===== src/rtl/fugue_pkg.sv =====
// ---------------------------------------------------------------------------
// fugue_pkg
// Definitions shared by the Fugue sequencer slice:
//   - sequencer state encoding (fugue_seq_state_t)
//   - default word width, digest length and core handshake timeout
//   - seq_is_busy(): which states report busy to the outside world
// ---------------------------------------------------------------------------
package fugue_pkg;

    localparam int FUGUE_IOSIZE       = 16;
    localparam int FUGUE_DIGEST_WORDS = 16;
    localparam int FUGUE_TIMEOUT      = 255;

    typedef enum logic [2:0] {
        ST_IDLE  = 3'd0,
        ST_INIT  = 3'd1,
        ST_LOAD  = 3'd2,
        ST_FETCH = 3'd3,
        ST_DRAIN = 3'd4,
        ST_ERR   = 3'd5
    } fugue_seq_state_t;

    // IDLE and ERR are the only resting states; everything else is a hash
    // in progress.
    function automatic logic seq_is_busy(fugue_seq_state_t s);
        return !((s == ST_IDLE) || (s == ST_ERR));
    endfunction

endpackage


===== src/rtl/fugue_seq_ctrl_if.sv =====
// ---------------------------------------------------------------------------
// fugue_seq_ctrl_if
// Bundles every non-clock signal of the sequencer:
//   control : start, busy, done, err
//   message : msg_valid/msg_data/msg_last/msg_ready (valid/ready, into ctrl)
//   digest  : dig_valid/dig_data/dig_ready          (valid/ready, out of ctrl)
//   core    : core_init/load/fetch/idata, core_ack/odata (to/from fugue_top)
// Modports:
//   master - the sequencer itself
//   slave  - its environment (message source, digest sink and the core)
// ---------------------------------------------------------------------------
interface fugue_seq_ctrl_if
    import fugue_pkg::*;
#(
    parameter int IOSIZE = FUGUE_IOSIZE
);
    logic              start;
    logic              busy;
    logic              done;
    logic              err;

    logic              msg_valid;
    logic [IOSIZE-1:0] msg_data;
    logic              msg_last;
    logic              msg_ready;

    logic              dig_valid;
    logic [IOSIZE-1:0] dig_data;
    logic              dig_ready;

    logic              core_init;
    logic              core_load;
    logic              core_fetch;
    logic [IOSIZE-1:0] core_idata;
    logic              core_ack;
    logic [IOSIZE-1:0] core_odata;

    modport master (
        input  start, msg_valid, msg_data, msg_last, dig_ready, core_ack, core_odata,
        output busy, done, err, msg_ready, dig_valid, dig_data,
               core_init, core_load, core_fetch, core_idata
    );

    modport slave (
        output start, msg_valid, msg_data, msg_last, dig_ready, core_ack, core_odata,
        input  busy, done, err, msg_ready, dig_valid, dig_data,
               core_init, core_load, core_fetch, core_idata
    );

endinterface


===== src/rtl/fugue_wdog.sv =====
// ---------------------------------------------------------------------------
// fugue_wdog
// Saturating watchdog counter for the core handshake.
// Ports:
//   clk, rst_n : clock, asynchronous active-low reset
//   run        : a request is outstanding and not acknowledged this cycle
//   clr        : restart counting (ack seen or sequencer changed state)
//   expired    : this cycle is the LIMIT-th consecutive waiting cycle
// ---------------------------------------------------------------------------
module fugue_wdog #(
    parameter int LIMIT = 255
) (
    input  logic clk,
    input  logic rst_n,
    input  logic run,
    input  logic clr,
    output logic expired
);
    localparam int            CW       = $clog2(LIMIT + 1);
    localparam logic [CW-1:0] LAST_CNT = CW'(LIMIT - 1);
    localparam logic [CW-1:0] SAT_CNT  = CW'(LIMIT);

    logic [CW-1:0] cnt_reg;
    logic [CW-1:0] cnt_next;

    // cnt_reg holds the waiting cycles already completed, so expiry is
    // flagged while the LIMIT-th one is in progress. Gating with run means
    // an ack arriving in that same cycle suppresses the expiry.
    assign expired = run && (cnt_reg >= LAST_CNT);

    always_comb begin
        cnt_next = cnt_reg;
        if (clr) begin
            cnt_next = '0;
        end else if (run && (cnt_reg != SAT_CNT)) begin
            cnt_next = cnt_reg + 1'b1;
        end
    end

    always_ff @(posedge clk or negedge rst_n) begin
        if (!rst_n) begin
            cnt_reg <= '0;
        end else begin
            cnt_reg <= cnt_next;
        end
    end

endmodule


===== src/rtl/fugue_seq_ctrl.sv =====
// ---------------------------------------------------------------------------
// fugue_seq_ctrl
// Sequencer between a streaming message source and fugue_top: on start it
// inits the core, feeds it the message words through a one-entry hold
// register, fetches DIGEST_WORDS digest words and streams them out with
// backpressure. A stalled core request raises a sticky error (state ERR).
// Ports:
//   clk   : clock, rising edge
//   rst_n : asynchronous active-low reset
//   bus   : fugue_seq_ctrl_if.master (control, message in, digest out, core)
// ---------------------------------------------------------------------------
module fugue_seq_ctrl
    import fugue_pkg::*;
#(
    parameter int IOSIZE       = FUGUE_IOSIZE,
    parameter int DIGEST_WORDS = FUGUE_DIGEST_WORDS,
    parameter int TIMEOUT      = FUGUE_TIMEOUT
) (
    input  logic             clk,
    input  logic             rst_n,
    fugue_seq_ctrl_if.master bus
);
    localparam int               CNT_W    = $clog2(DIGEST_WORDS + 1);
    localparam logic [CNT_W-1:0] LAST_CNT = CNT_W'(DIGEST_WORDS - 1);

    fugue_seq_state_t  state_reg;
    fugue_seq_state_t  state_next;

    logic [IOSIZE-1:0] hold_data_reg;
    logic              hold_last_reg;
    logic              hold_valid_reg;
    logic [IOSIZE-1:0] dig_data_reg;
    logic              dig_valid_reg;
    logic [CNT_W-1:0]  word_cnt_reg;
    logic              done_reg;

    logic core_load;
    logic core_fetch;
    logic msg_ready;
    logic load_xfer;
    logic msg_take;
    logic fetch_cap;
    logic dig_take;
    logic wdog_run;
    logic wdog_clr;
    logic wdog_expired;

    // Handshake strobes. msg_ready looks at core_ack so a full hold register
    // can be refilled on the very edge it drains, giving one word per cycle.
    // core_fetch looks at dig_ready so a capture can replace a word that is
    // being accepted on the same edge.
    assign core_load  = (state_reg == ST_LOAD)  && hold_valid_reg;
    assign msg_ready  = (state_reg == ST_LOAD)  && (!hold_valid_reg || bus.core_ack);
    assign core_fetch = (state_reg == ST_FETCH) && (!dig_valid_reg || bus.dig_ready);

    assign load_xfer  = core_load  && bus.core_ack;
    assign msg_take   = bus.msg_valid && msg_ready;
    assign fetch_cap  = core_fetch && bus.core_ack;
    assign dig_take   = dig_valid_reg && bus.dig_ready;

    assign wdog_run   = (core_load || core_fetch) && !bus.core_ack;
    assign wdog_clr   = bus.core_ack || (state_next != state_reg);

    fugue_wdog #(
        .LIMIT (TIMEOUT)
    ) u_wdog (
        .clk     (clk),
        .rst_n   (rst_n),
        .run     (wdog_run),
        .clr     (wdog_clr),
        .expired (wdog_expired)
    );

    always_comb begin
        state_next = state_reg;
        case (state_reg)
            ST_IDLE, ST_ERR: begin
                if (bus.start) state_next = ST_INIT;
            end
            ST_INIT: begin
                state_next = ST_LOAD;
            end
            ST_LOAD: begin
                if (wdog_expired)                    state_next = ST_ERR;
                else if (load_xfer && hold_last_reg) state_next = ST_FETCH;
            end
            ST_FETCH: begin
                if (wdog_expired)                                state_next = ST_ERR;
                else if (fetch_cap && (word_cnt_reg == LAST_CNT)) state_next = ST_DRAIN;
            end
            ST_DRAIN: begin
                if (dig_take) state_next = ST_IDLE;
            end
            default: begin
                state_next = ST_IDLE;
            end
        endcase
    end

    always_ff @(posedge clk or negedge rst_n) begin
        if (!rst_n) begin
            state_reg      <= ST_IDLE;
            hold_data_reg  <= '0;
            hold_last_reg  <= 1'b0;
            hold_valid_reg <= 1'b0;
            dig_data_reg   <= '0;
            dig_valid_reg  <= 1'b0;
            word_cnt_reg   <= '0;
            done_reg       <= 1'b0;
        end else begin
            state_reg <= state_next;
            done_reg  <= (state_reg == ST_DRAIN) && dig_take;

            if (state_next == ST_INIT) begin
                word_cnt_reg <= '0;
            end else if (fetch_cap) begin
                word_cnt_reg <= word_cnt_reg + 1'b1;
            end

            if (state_next == ST_ERR) begin
                // Abandon the hash: nothing stays presented to core or sink.
                hold_data_reg  <= '0;
                hold_last_reg  <= 1'b0;
                hold_valid_reg <= 1'b0;
                dig_data_reg   <= '0;
                dig_valid_reg  <= 1'b0;
            end else begin
                // The final word leaving the hold ends loading; anything
                // offered on that edge is past the end of the message.
                if (load_xfer && hold_last_reg) begin
                    hold_valid_reg <= 1'b0;
                    hold_last_reg  <= 1'b0;
                end else if (msg_take) begin
                    hold_data_reg  <= bus.msg_data;
                    hold_last_reg  <= bus.msg_last;
                    hold_valid_reg <= 1'b1;
                end else if (load_xfer) begin
                    hold_valid_reg <= 1'b0;
                end

                // A capture on the same edge as a sink accept wins, so the
                // stream keeps flowing without a bubble.
                if (fetch_cap) begin
                    dig_data_reg  <= bus.core_odata;
                    dig_valid_reg <= 1'b1;
                end else if (dig_take) begin
                    dig_valid_reg <= 1'b0;
                end
            end
        end
    end

    assign bus.busy       = seq_is_busy(state_reg);
    assign bus.done       = done_reg;
    assign bus.err        = (state_reg == ST_ERR);
    assign bus.msg_ready  = msg_ready;
    assign bus.dig_valid  = dig_valid_reg;
    assign bus.dig_data   = dig_data_reg;
    assign bus.core_init  = (state_reg == ST_INIT);
    assign bus.core_load  = core_load;
    assign bus.core_fetch = core_fetch;
    assign bus.core_idata = hold_data_reg;

endmodule

===== src/flat_wrapper.sv =====
// flat-port wrapper written by rule: the top's interface ports become plain ports
module fugue_seq_ctrl_flat import fugue_pkg::*;
#(
    parameter int IOSIZE       = FUGUE_IOSIZE,
    parameter int DIGEST_WORDS = FUGUE_DIGEST_WORDS,
    parameter int TIMEOUT      = FUGUE_TIMEOUT
)
  (clk, rst_n, bus_start, bus_msg_valid, bus_msg_data, bus_msg_last, bus_dig_ready, bus_core_ack, bus_core_odata, bus_busy, bus_done, bus_err, bus_msg_ready, bus_dig_valid, bus_dig_data, bus_core_init, bus_core_load, bus_core_fetch, bus_core_idata);
  fugue_seq_ctrl_if #(.IOSIZE(IOSIZE)) bus_i ();
  input  logic clk;
  input  logic rst_n;
  input wire logic [$bits(bus_i.start)-1:0] bus_start;
  input wire logic [$bits(bus_i.msg_valid)-1:0] bus_msg_valid;
  input wire logic [$bits(bus_i.msg_data)-1:0] bus_msg_data;
  input wire logic [$bits(bus_i.msg_last)-1:0] bus_msg_last;
  input wire logic [$bits(bus_i.dig_ready)-1:0] bus_dig_ready;
  input wire logic [$bits(bus_i.core_ack)-1:0] bus_core_ack;
  input wire logic [$bits(bus_i.core_odata)-1:0] bus_core_odata;
  output wire logic [$bits(bus_i.busy)-1:0] bus_busy;
  output wire logic [$bits(bus_i.done)-1:0] bus_done;
  output wire logic [$bits(bus_i.err)-1:0] bus_err;
  output wire logic [$bits(bus_i.msg_ready)-1:0] bus_msg_ready;
  output wire logic [$bits(bus_i.dig_valid)-1:0] bus_dig_valid;
  output wire logic [$bits(bus_i.dig_data)-1:0] bus_dig_data;
  output wire logic [$bits(bus_i.core_init)-1:0] bus_core_init;
  output wire logic [$bits(bus_i.core_load)-1:0] bus_core_load;
  output wire logic [$bits(bus_i.core_fetch)-1:0] bus_core_fetch;
  output wire logic [$bits(bus_i.core_idata)-1:0] bus_core_idata;
  assign bus_i.start = bus_start;
  assign bus_i.msg_valid = bus_msg_valid;
  assign bus_i.msg_data = bus_msg_data;
  assign bus_i.msg_last = bus_msg_last;
  assign bus_i.dig_ready = bus_dig_ready;
  assign bus_i.core_ack = bus_core_ack;
  assign bus_i.core_odata = bus_core_odata;
  assign bus_busy = bus_i.busy;
  assign bus_done = bus_i.done;
  assign bus_err = bus_i.err;
  assign bus_msg_ready = bus_i.msg_ready;
  assign bus_dig_valid = bus_i.dig_valid;
  assign bus_dig_data = bus_i.dig_data;
  assign bus_core_init = bus_i.core_init;
  assign bus_core_load = bus_i.core_load;
  assign bus_core_fetch = bus_i.core_fetch;
  assign bus_core_idata = bus_i.core_idata;
  fugue_seq_ctrl #(.IOSIZE(IOSIZE), .DIGEST_WORDS(DIGEST_WORDS), .TIMEOUT(TIMEOUT)) u_core (.clk(clk), .rst_n(rst_n), .bus(bus_i));
endmodule

===== config.mk =====
export PLATFORM = sky130hd
export DESIGN_NAME = fugue_seq_ctrl_flat
export DESIGN_NICKNAME = d
export VERILOG_FILES = /design/src/rtl/fugue_pkg.sv /design/src/rtl/fugue_seq_ctrl_if.sv /design/src/rtl/fugue_wdog.sv /design/src/rtl/fugue_seq_ctrl.sv /design/src/flat_wrapper.sv
export SDC_FILE = /design/constraint.sdc
export NUM_CORES = 1
export LEC_CHECK = 0
export ABC_AREA = 0
export CORE_MARGIN = 2
export CORE_UTILIZATION = 30
export DETAILED_ROUTE_END_ITERATION = 6
export PLACE_DENSITY = 0.53
export SLEW_MARGIN = 40
export SYNTH_ARGS = -nofsm -noshare
export SYNTH_HDL_FRONTEND = slang
export SYNTH_SLANG_ARGS = --single-unit

===== constraint.sdc =====
create_clock -name clk -period 2.5 [get_ports clk]
set_input_delay 0.625 -clock clk [delete_from_list [all_inputs] [get_ports clk]]
set_output_delay 0.625 -clock clk [all_outputs]
set_load 0.05 [all_outputs]

## Word level (Yosys, flattened, before mapping)

Index checks and enable logic that the tools add are counted.

- Output and inout bits: 40
- Bits in registers: 52
- Bits of input ports: 39

- Magnitude comparators: 1
- Reduce and logical (&&, ||, !) cells: 32
- $add $sub $neg: 2
- Multiplexer cells: 26
- Equal/unequal tests: 11

Operator list:

| cell | count |
|---|---|
| $mux W16 | 5 |
| $mux W3 | 6 |
| $mux W8 | 2 |
| $pmux W3 S5 | 1 |
| $logic_and A1 B1 Y1 | 13 |
| $mux W1 | 10 |
| $mux W5 | 2 |
| $eq A3 B3 Y1 const B | 3 |
| $add A8 B1 Y8 const B | 1 |
| $ge A8 B8 Y1 const B | 1 |
| $ne A8 B8 Y1 const B | 1 |
| $reduce_bool A2 Y1 | 4 |
| $eq A3 B1 Y1 const B | 2 |
| $eq A3 B2 Y1 const B | 2 |
| $reduce_bool A3 Y1 | 2 |
| $add A5 B1 Y5 const B | 1 |
| $eq A5 B4 Y1 const B | 1 |
| $logic_or A1 B1 Y1 | 5 |
| $logic_not A1 Y1 | 4 |
| $reduce_bool A4 Y1 | 1 |
| $logic_not A3 Y1 | 1 |
| $ne A3 B3 Y1 | 1 |
| $ne A2 B2 Y1 const B | 1 |
| $reduce_and A2 Y1 | 1 |
| $reduce_or A2 Y1 | 1 |

## Longest topological paths before layout

Gate-level depths: netlist of the first run.

- Depth after elaboration: 11
- Gate-level depth with buffers: 9

## Modules after synthesis

A second synthesis of the first run with hierarchy kept.

- Cell total of the unflattened synthesis: 253
- Area total of the unflattened synthesis: 2705.1 µm²

By module, submodules not included:

| module | instances | area each (µm²) | cells an instance |
|---|---|---|---|
| fugue_seq_ctrl | 1 | 2213.4 | 201 |
| fugue_wdog | 1 | 491.7 | 52 |

## Worst setup path after synthesis of the first run

Ideal clock, no wire load.

- Path kind: register -> output
- Start: register u_core.state_reg[0]
- End: output bus_core_init
- Cell stages (with the launch flop): 4
- Arrival: 1.947 ns
- Path buffers: 2
- Path slack: -0.072 ns
- Data required time: 1.875 ns
- Cells stage by stage: dfrtp_1 buf_2 clkbuf_1 nor3b_1

- Longest elaborated chain between the ends: 1

Ends and longest elaborated chain:

| element | RTL line | text |
|---|---|---|
| start, declared | fugue_seq_ctrl.sv:26 | `fugue_seq_state_t state_reg;` |
| start signal, assigned | fugue_seq_ctrl.sv:111 | `state_reg <= state_next;` |
| $eq A3 B1 Y1 | fugue_seq_ctrl.sv:159 | `assign bus.core_init = (state_reg == ST_INIT);` |
| end, declared | flat_wrapper.sv:25 | `output wire logic [$bits(bus_i.core_init)-1:0] bus_core_init;` |

Every way passes these cells.

## Final worst setup path of the first run

- Start: input bus_dig_ready
- End: output bus_core_fetch

- Longest elaborated chain between the ends: 2

Ends and longest elaborated chain:

| element | RTL line | text |
|---|---|---|
| start, declared | flat_wrapper.sv:16 | `input wire logic [$bits(bus_i.dig_ready)-1:0] bus_dig_ready;` |
| $logic_or A1 B1 Y1 | fugue_seq_ctrl.sv:54 | `assign core_fetch = (state_reg == ST_FETCH) && (!dig_valid_reg \|\| bus.dig_ready);` |
| $logic_and A1 B1 Y1 | fugue_seq_ctrl.sv:54 |  |
| end, declared | flat_wrapper.sv:27 | `output wire logic [$bits(bus_i.core_fetch)-1:0] bus_core_fetch;` |

Every way passes these cells.

==> results_dict.tcl, run 1 <==
set metrics [dict create \
    area_delta_synth_final_pct 41.9 \
    timing.rr.end "u_core.hold_valid_reg" \
    p_total_mw 4.50 \
    fin_worst_skew_ns 0.00307 \
    grt_pass1_wl_um 10400 \
    slew_violations 0 \
    ys_async_sr_fraction 1.00 \
    post-cts-setup-buffer-count 0 \
    cts_sinks 52 \
    via_per_inst 4.75 \
    core_um2 8260 \
    io_pins 79 \
    dp_hpwl_um 4570 \
    timing.rr.start "u_core.word_cnt_reg[0]" \
    status "completed" \
    drtIter0Drc 99 \
    final_core_util 0.439 \
    final_area_um2 3630 \
    ys_ff_latch 52 \
    cp-end-kind "output pin" \
    rsz0062_at_grt "no" \
    critical_path_class "in -> out" \
    drc 0 \
    setup_violations 0 \
    grt_usage 0.142 \
    die_h_um 96.3 \
    worstPathMaxFanout 4 \
    fp.dieW_um 96.3 \
    vias 2230 \
    drv_cap 0 \
    path_clk_slew_ns 0.10 \
    htree_levels 2 \
    startpoint_type "primary input" \
    first_global_vias 2112 \
    cts_tree "built" \
    hp-class "in -> async" \
    num_rows 33 \
    gr-total-overflow 0 \
    clock_path_buffers 2 \
    routedWlPerCell_um 13.6 \
    clock-root-buffer "clkbuf_8" \
    fin_setup_tns_ns 0 \
    synth_area_per_cell_um2 9.03 \
    syn_area_um2 2560 \
    synth_area_leader_cell "dfrtp_1" \
    max-slew-margin-rel 0.547 \
    rr_worst_depth 9 \
    cp.required_ns 1.88 \
    final-hold-violation-count 0 \
    antenna_left 0 \
    insertion_delay_ns 0.30 \
    p_leak_nw 1.55 \
    post_dp_cell_area_um2 3510 \
    start_util 0.310 \
    first_pass_iters 4 \
    synth_edf_count 0 \
    diodes 0 \
    die_area_um2 9270 \
    cp.arrival_ns 1.75 \
    numCtsBuffers 5 \
    period_minus_slack_ns 2.37 \
    ys_warn_count 0 \
    rrSetupSlack_ns 0.35 \
    drt-total-wl_um 6390 \
    layout_setup_ws_ns 0.127 \
    seq_area_frac_synth 0.509 \
    synthesis.nets 326 \
    ir_worst_vdd_uv 603 \
    synth_most_common_cell "nand2_1" \
    drive_gt1_frac 0.0989 \
    dp_slack_ns -0.0432 \
    synthTopCellsByCount "75 x nand2_1, 52 x dfrtp_1, 36 x a21oi_1" \
    post_synth_inst_count 283 \
    synth_top_area_frac 0.509 \
    synth_top_flop_cell "dfrtp_1" \
    nets 406 \
    antenna_found_initial 0 \
    netlist_top_cells_area "dfrtp_1 51%, nand2_1 11%, a21oi_1 7.0%" \
    fin_crit_sh 0.949 \
    worstMarginPinSlew_ns 0.680 \
    fmax_mhz 421 \
    port_buffers 78 \
    synth_cell_type_count 39 \
    grt_max_degree 36 \
    place_congestion 0.748 \
    p_per_area_nw_per_um2 1240 \
]
[per-stage QoR]
stage / cells / hold slack [ns]
6_report: 469 / 0.355
5_1_grt: 469 / 0.397
4_1_cts: 469 / 0.378
3_5_place_dp: 461 / 0.510
3_3_place_gp: 461 / 0.498
2_1_floorplan: 283 / 0.329
[worst max path at each step]
stage                   startpoint                        to  slack, ns
2_1_floorplan  u_core.state_reg[0]             bus_msg_ready       0.23
3_3_place_gp         bus_dig_ready  u_core.u_wdog.cnt_reg[5]      0.004
3_5_place_dp         bus_dig_ready  u_core.u_wdog.cnt_reg[3]      -0.04
4_1_cts               bus_core_ack             bus_msg_ready       0.01
5_1_grt              bus_dig_ready            bus_core_fetch       0.07
6_report             bus_dig_ready            bus_core_fetch       0.13
[final cells by class]
class / instances / area [um^2]
sequential: 52 / 1300
fill: 849 / 4630
inverter: 5 / 18.8
clock inverter: 2 / 38.8
timing repair buffer: 92 / 931
tap: 105 / 131
multi-input combinational: 207 / 1130
clock buffer: 6 / 72.6
[metal layers]
| layer | wire, um | part of all wire | track usage |
|---|---|---|---|
| met1 | 2930 | 0.46 | 0.188 |
| met5 | 0 | 0 | 0 |
| met4 | 47 | 0.0074 | 0.0387 |
| met3 | 315 | 0.049 | 0.0329 |
| met2 | 3090 | 0.48 | 0.234 |
[cell usage in the layout, fill, tap and decap left out, types with 6 or more instances in the layout]
cell,n
and3_1,6
a21oi_1,36
o21ai_0,8
xnor2_1,7
dfrtp_1,52
nor2b_1,6
nor2_1,17
nand2_1,75
clkdlybuf4s50_1,70
buf_4,15
[logic make-up (layout without fill, tap and decap cells)]
logic type / Yosys count / count (layout) / share of synthesized area
AO/OA/AOI/OAI: 61 / 61 / 0.145
flip-flops: 52 / 52 / 0.509
multiplexers: 1 / 1 / 0.00392
AND/OR/NAND/NOR: 132 / 132 / 0.242
XOR/XNOR: 9 / 9 / 0.0308
adder cells (fa/ha/maj): 4 / 4 / 0.0196
buffers and inverters: 24 / 105 / 0.0499
[critical path: stages]
cell,delay [ns]
clkdlybuf4s50_1,0.53
nand2b_1,0.21
and3_1,0.23
buf_12,0.15
[what timing repair did]
| item | in CTS | in global routing |
|---|---|---|
| hold buffers | 0 | 0 |
| gates resized for setup | 0 | 1 |
| endpoints found under the setup margin | 0 | 1 |
[where the power goes]
part	switching (mW)	total [mW]	internal (mW)
Combinational	1.58	2.50	0.918
Clock	0.286	0.589	0.303
Sequential	0.246	1.41	1.16
Power figures use the tool's default switching activity.
==> run 2, diff against run 1 <==
- CORE_MARGIN: 2 -> default
==> results_dict.tcl, run 2 (synthesis gave the netlist of run 1 again) <==
set metrics [dict create \
    vias 2239 \
    ir_worst_vdd_uv 713 \
    cts_sinks 52 \
    grt_pass1_wl_um 10500 \
    rsz0062_at_grt "no" \
    clock_path_buffers 2 \
    comb_power_share 0.562 \
    hp-class "in -> async" \
    grt_usage 0.151 \
    antenna_found_initial 0 \
    p_total_mw 4.52 \
    gr-total-overflow 0 \
    clkPwrFrac 0.130 \
    nFillCells 799 \
    period_minus_slack_ns 2.35 \
    fmax_mhz 426 \
    first_global_vias 2177 \
    numCtsBuffers 5 \
    area_delta_synth_final_pct 44.4 \
    path_clk_slew_ns 0.10 \
    die_area_um2 8890 \
    fin_worst_skew_ns 0.0105 \
    drive_gt1_frac 0.104 \
    pwr-share-seq 0.308 \
    io_pins 79 \
    diodes 0 \
    place_congestion 0.779 \
    final_common_cell "nand2_1" \
    worstPathMaxFanout 4 \
    dp_hpwl_um 4280 \
    max-slew-margin-rel 0.547 \
    first_pass_iters 4 \
    fin_setup_tns_ns 0 \
    status "completed" \
    layout_setup_ws_ns 0.152 \
    swShare 0.465 \
    p_per_area_nw_per_um2 1220 \
    final-hold-violation-count 0 \
    setup_violations 0 \
    grt_max_degree 53 \
    drt-total-wl_um 6190 \
    fp.dieW_um 94.3 \
    cp.arrival_ns 1.72 \
    port_buffers 78 \
    layout.cells.non_filler 471 \
    worstMarginPinSlew_ns 0.679 \
    antenna_left 0 \
    cp.required_ns 1.88 \
    routedWlPerCell_um 13.1 \
    drv_cap 0 \
    placed_cells 463 \
    critical_path_class "in -> out" \
    insertion_delay_ns 0.31 \
    drtIter0Drc 105 \
    dp_slack_ns -0.0744 \
    cts_hold_buffers 0 \
    clock-root-buffer "clkbuf_8" \
    most-common-layout-cells "75 x nand2_1, 70 x clkdlybuf4s50_1, 52 x dfrtp_1, 36 x a21oi_1, 17 x nor2_1" \
    fin_crit_sh 0.939 \
    start_util 0.311 \
    power.net_switching_mw 2.10 \
    drc 0 \
    internal-power_mw 2.42 \
    die_h_um 94.3 \
    cp-end-kind "output pin" \
    cts-resized-gates 0 \
    num_rows 33 \
    cts_tree "built" \
    nets 408 \
    htree_levels 2 \
    post-cts-setup-buffer-count 0 \
    multi_input_area_um2 1130 \
    p_leak_nw 1.57 \
    final_core_util 0.449 \
    slew_violations 0 \
    seq_area_um2 1300 \
    via_per_inst 4.75 \
    startpoint_type "primary input" \
    core_um2 8220 \
]
==> run 2: cell count changes in the layout (fill, tap and decap cells not counted) <==
| cell | previous run | this run |
|---|---|---|
| buf_12 | 5 | 9 |
| buf_4 | 15 | 13 |
==> run 2: final timing paths <==
check	startpoint	endpoint	slack [ns]	cells after the start
worst min register to register	u_core.bus.core_idata[11]	u_core.bus.core_idata[11]	0.52	2
min in group clk	u_core.bus.core_idata[11]	u_core.bus.core_idata[11]	0.52	2
worst max-delay path	bus_dig_ready	bus_core_fetch	0.15	4
worst max register to register	u_core.word_cnt_reg[0]	u_core.bus.core_idata[15]	0.36	10
max in group asynchronous	rst_n	u_core.bus.dig_valid	1.62	2
worst min-delay path	rst_n	u_core.u_wdog.cnt_reg[1]	0.44	2
==> run 2: power by group through the flow <==
stage	registers (mW)	logic, mW	clock network [mW]
floorplan	2.23	0.823	0
global placement	1.41	2.56	0
detailed placement	1.41	2.56	0
CTS	1.40	2.57	0.619
global route	1.45	2.73	0.648
finish	1.39	2.54	0.588
==> run 2: per-layer routing <==
layer | vias to the layer above | share of wire | GRT usage
li1 | 1119 | - | -
met1 | 1062 | 0.46 | 0.197
met2 | 53 | 0.48 | 0.247
met3 | 5 | 0.056 | 0.0380
met4 | 0 | 0.012 | 0.0423
met5 | - | 0 | 0
==> run 2: cell type report <==
class,count,share of cell area
flip-flops and latches,52,0.353
multi-input cells,207,0.307
repair buffers,94,0.270
well taps,105,0.0356
clock buffers,6,0.0197
clock inverters,2,0.0105
inverters,5,0.00508
==> run 2: through the flow <==
step / hold WS [ns] / cell area (um^2)
2_1_floorplan: 0.329 / 2560
3_3_place_gp: 0.503 / 3580
3_5_place_dp: 0.506 / 3580
4_1_cts: 0.466 / 3690
5_1_grt: 0.504 / 3690
6_report: 0.436 / 3690
==> run 2: worst max-delay path, cell delays in order <==
cell	delay, ns
clkdlybuf4s50_1	0.52
nand2b_1	0.19
and3_1	0.24
buf_12	0.15
==> run 3, diff against run 2 <==
- PLACE_DENSITY: 0.53 -> 0.52
- SYNTH_HIERARCHICAL: default -> 1
==> results_dict.tcl, run 3 <==
set metrics [dict create \
    hp-class "in -> async" \
    num_rows 34 \
    routedWlPerCell_um 15.2 \
    clock_path_buffers 2 \
    post_dp_cell_area_um2 3900 \
    seq_area_um2 1300 \
    status "completed" \
    synth_most_common_cell "dfrtp_1" \
    final_common_cell "clkdlybuf4s50_1" \
    syn_area_um2 2710 \
    max-slew-margin-rel 0.641 \
    cp-end-kind "output pin" \
    first_pass_iters 4 \
    fin_setup_tns_ns 0 \
    insertion_delay_ns 0.30 \
    place_congestion 0.866 \
    synth_area_per_cell_um2 10.7 \
    numCtsBuffers 5 \
    clock-root-buffer "clkbuf_8" \
    drtIter0Drc 88 \
    synth_top_flop_cell "dfrtp_1" \
    ys_ff_latch 52 \
    cp.required_ns 1.88 \
    grt_max_degree 36 \
    nets 396 \
    gr-total-overflow 0 \
    port_buffers 78 \
    final_area_um2 4050 \
    p_leak_nw 1.77 \
    die_area_um2 9400 \
    rsz0062_at_grt "yes" \
    path_clk_slew_ns 0.09 \
    layout_setup_ws_ns 0.0820 \
    core_um2 8720 \
    final-hold-violation-count 0 \
    dp_slack_ns -0.571 \
    ys_async_sr_fraction 1.00 \
    placed_cells 450 \
    cts_hold_buffers 0 \
    fmax_mhz 414 \
    p_per_area_nw_per_um2 1330 \
    drc 0 \
    cts_tree "built" \
    io_pins 79 \
    dp_hpwl_um 4970 \
    synth_top_area_frac 0.481 \
    nFillCells 833 \
    fp.dieW_um 97.0 \
    synthesis.nets 296 \
    synthTopCellsByCount "52 x dfrtp_1, 33 x a21oi_1, 33 x mux2i_1" \
    worstMarginPinSlew_ns 0.538 \
    worstPathMaxFanout 12 \
    netlist_top_cells_area "dfrtp_1 48%, mux2i_1 12%, a21oi_1 6.1%" \
    endpoint "bus_msg_ready" \
    timing.rr.start "u_core/u_wdog/cnt_reg[0]" \
    synth_area_leader_cell "dfrtp_1" \
    grt_usage 0.152 \
    cp-startpoint "u_core/state_reg[0]" \
    setup_violations 0 \
    multi_input_area_um2 1360 \
    slew_violations 0 \
    critical_path_class "reg -> out" \
    fin_crit_sh 0.967 \
    drt-total-wl_um 7010 \
    drive_gt1_frac 0.218 \
    startpoint_type "flop" \
    area_delta_synth_final_pct 49.5 \
    grt_pass1_wl_um 11700 \
    synth_edf_count 0 \
    antenna_found_initial 0 \
    htree_levels 2 \
    diodes 0 \
    antenna_left 0 \
    fin_worst_skew_ns 0.00353 \
    cts_sinks 52 \
    start_util 0.310 \
    cp.arrival_ns 1.79 \
    timing.rr.end "u_core/u_wdog/cnt_reg[4]" \
    vias 2326 \
    ys_warn_count 6 \
    rr_worst_depth 11 \
    drv_cap 0 \
    post_synth_inst_count 253 \
    layout.cells.non_filler 462 \
    period_minus_slack_ns 2.42 \
    first_global_vias 2360 \
    rrSetupSlack_ns 0.14 \
    die_h_um 97.0 \
    seq_area_frac_synth 0.481 \
    most-common-layout-cells "69 x clkdlybuf4s50_1, 50 x dfrtp_1, 33 x a21oi_1, 33 x mux2i_1, 27 x buf_4" \
    ir_worst_vdd_uv 646 \
    synth_cell_type_count 51 \
    via_per_inst 5.03 \
]
==> run 3: cell types whose count changed in the layout (fill, tap and decap cells not counted), sizes merged, moves of 6 or more <==
cell   delta
xnor2     -7
mux2i    +32
buf      +15
nor2      -8
a21oi     +6
nand2    -65
==> run 3: layer usage <==
| metal | routed length, um | GRT usage | vias to the layer above | part of all wire |
|---|---|---|---|---|
| met5 | 0 | 0 | - | 0 |
| met2 | 3300 | 0.247 | 60 | 0.47 |
| li1 | - | - | 1120 | - |
| met3 | 438 | 0.0462 | 4 | 0.063 |
| met4 | 52 | 0.0344 | 0 | 0.0074 |
| met1 | 3210 | 0.198 | 1142 | 0.46 |
==> run 3: logic make-up after synthesis <==
group                    Yosys count  synth area share
AND/OR/NAND/NOR                   62             0.132
multiplexers                      36             0.135
buffers and inverters             25            0.0467
XOR/XNOR                           1           0.00324
flip-flops                        52             0.481
AO/OA/AOI/OAI                     73             0.184
adder cells (fa/ha/maj)            4            0.0185
==> run 3: report_power, final <==
part           switching [mW]  internal [mW]
logic                    2.10           1.35
clock network           0.276          0.226
registers               0.240           1.21
total                    2.62           2.78
==> run 3: worst min path at each step <==
stage | startpoint | to | depth (start not counted) | slack [ns]
2_1_floorplan | rst_n | u_core/bus.core_idata[0] | 0 | 0.33
3_3_place_gp | u_core/word_cnt_reg[4] | u_core/word_cnt_reg[4] | 2 | 0.51
3_5_place_dp | u_core/word_cnt_reg[4] | u_core/word_cnt_reg[4] | 2 | 0.51
4_1_cts | rst_n | u_core/bus.core_idata[8] | 1 | 0.26
5_1_grt | rst_n | u_core/bus.core_idata[3] | 1 | 0.27
6_report | rst_n | u_core/bus.core_idata[10] | 1 | 0.26
==> run 3: area by class of cell <==
type | instances | share of cell area
clock buffer | 7 | 0.0213
clock inverter | 1 | 0.00186
inverter | 9 | 0.00835
multi-input combinational | 176 | 0.337
sequential | 52 | 0.322
tap | 108 | 0.0334
timing repair buffer | 109 | 0.276
==> run 3: repair_timing <==
action / 4_1_cts / 5_1_grt
setup endpoints to repair: 14 / 15
pin swaps: 4 / 3
setup buffers: 3 / 1
resized for setup: 2 / 5
==> run 3: critical path, stage by stage, from the launching register on <==
cell,delay [ns]
dfrtp_2,0.47
buf_4,0.21
nor3b_1,0.29
a21boi_1,0.34
buf_12,0.18
==> run 3: per-stage QoR <==
step / hold WS (ns) / util / power, mW
final: 0.257 / 0.464 / 5.39
after global routing: 0.268 / 0.464 / 5.71
after CTS: 0.261 / 0.460 / 5.42
after detailed placement: 0.513 / 0.447 / 4.87
after global placement: 0.509 / 0.447 / 4.85
after floorplan: 0.329 / - / 3.64
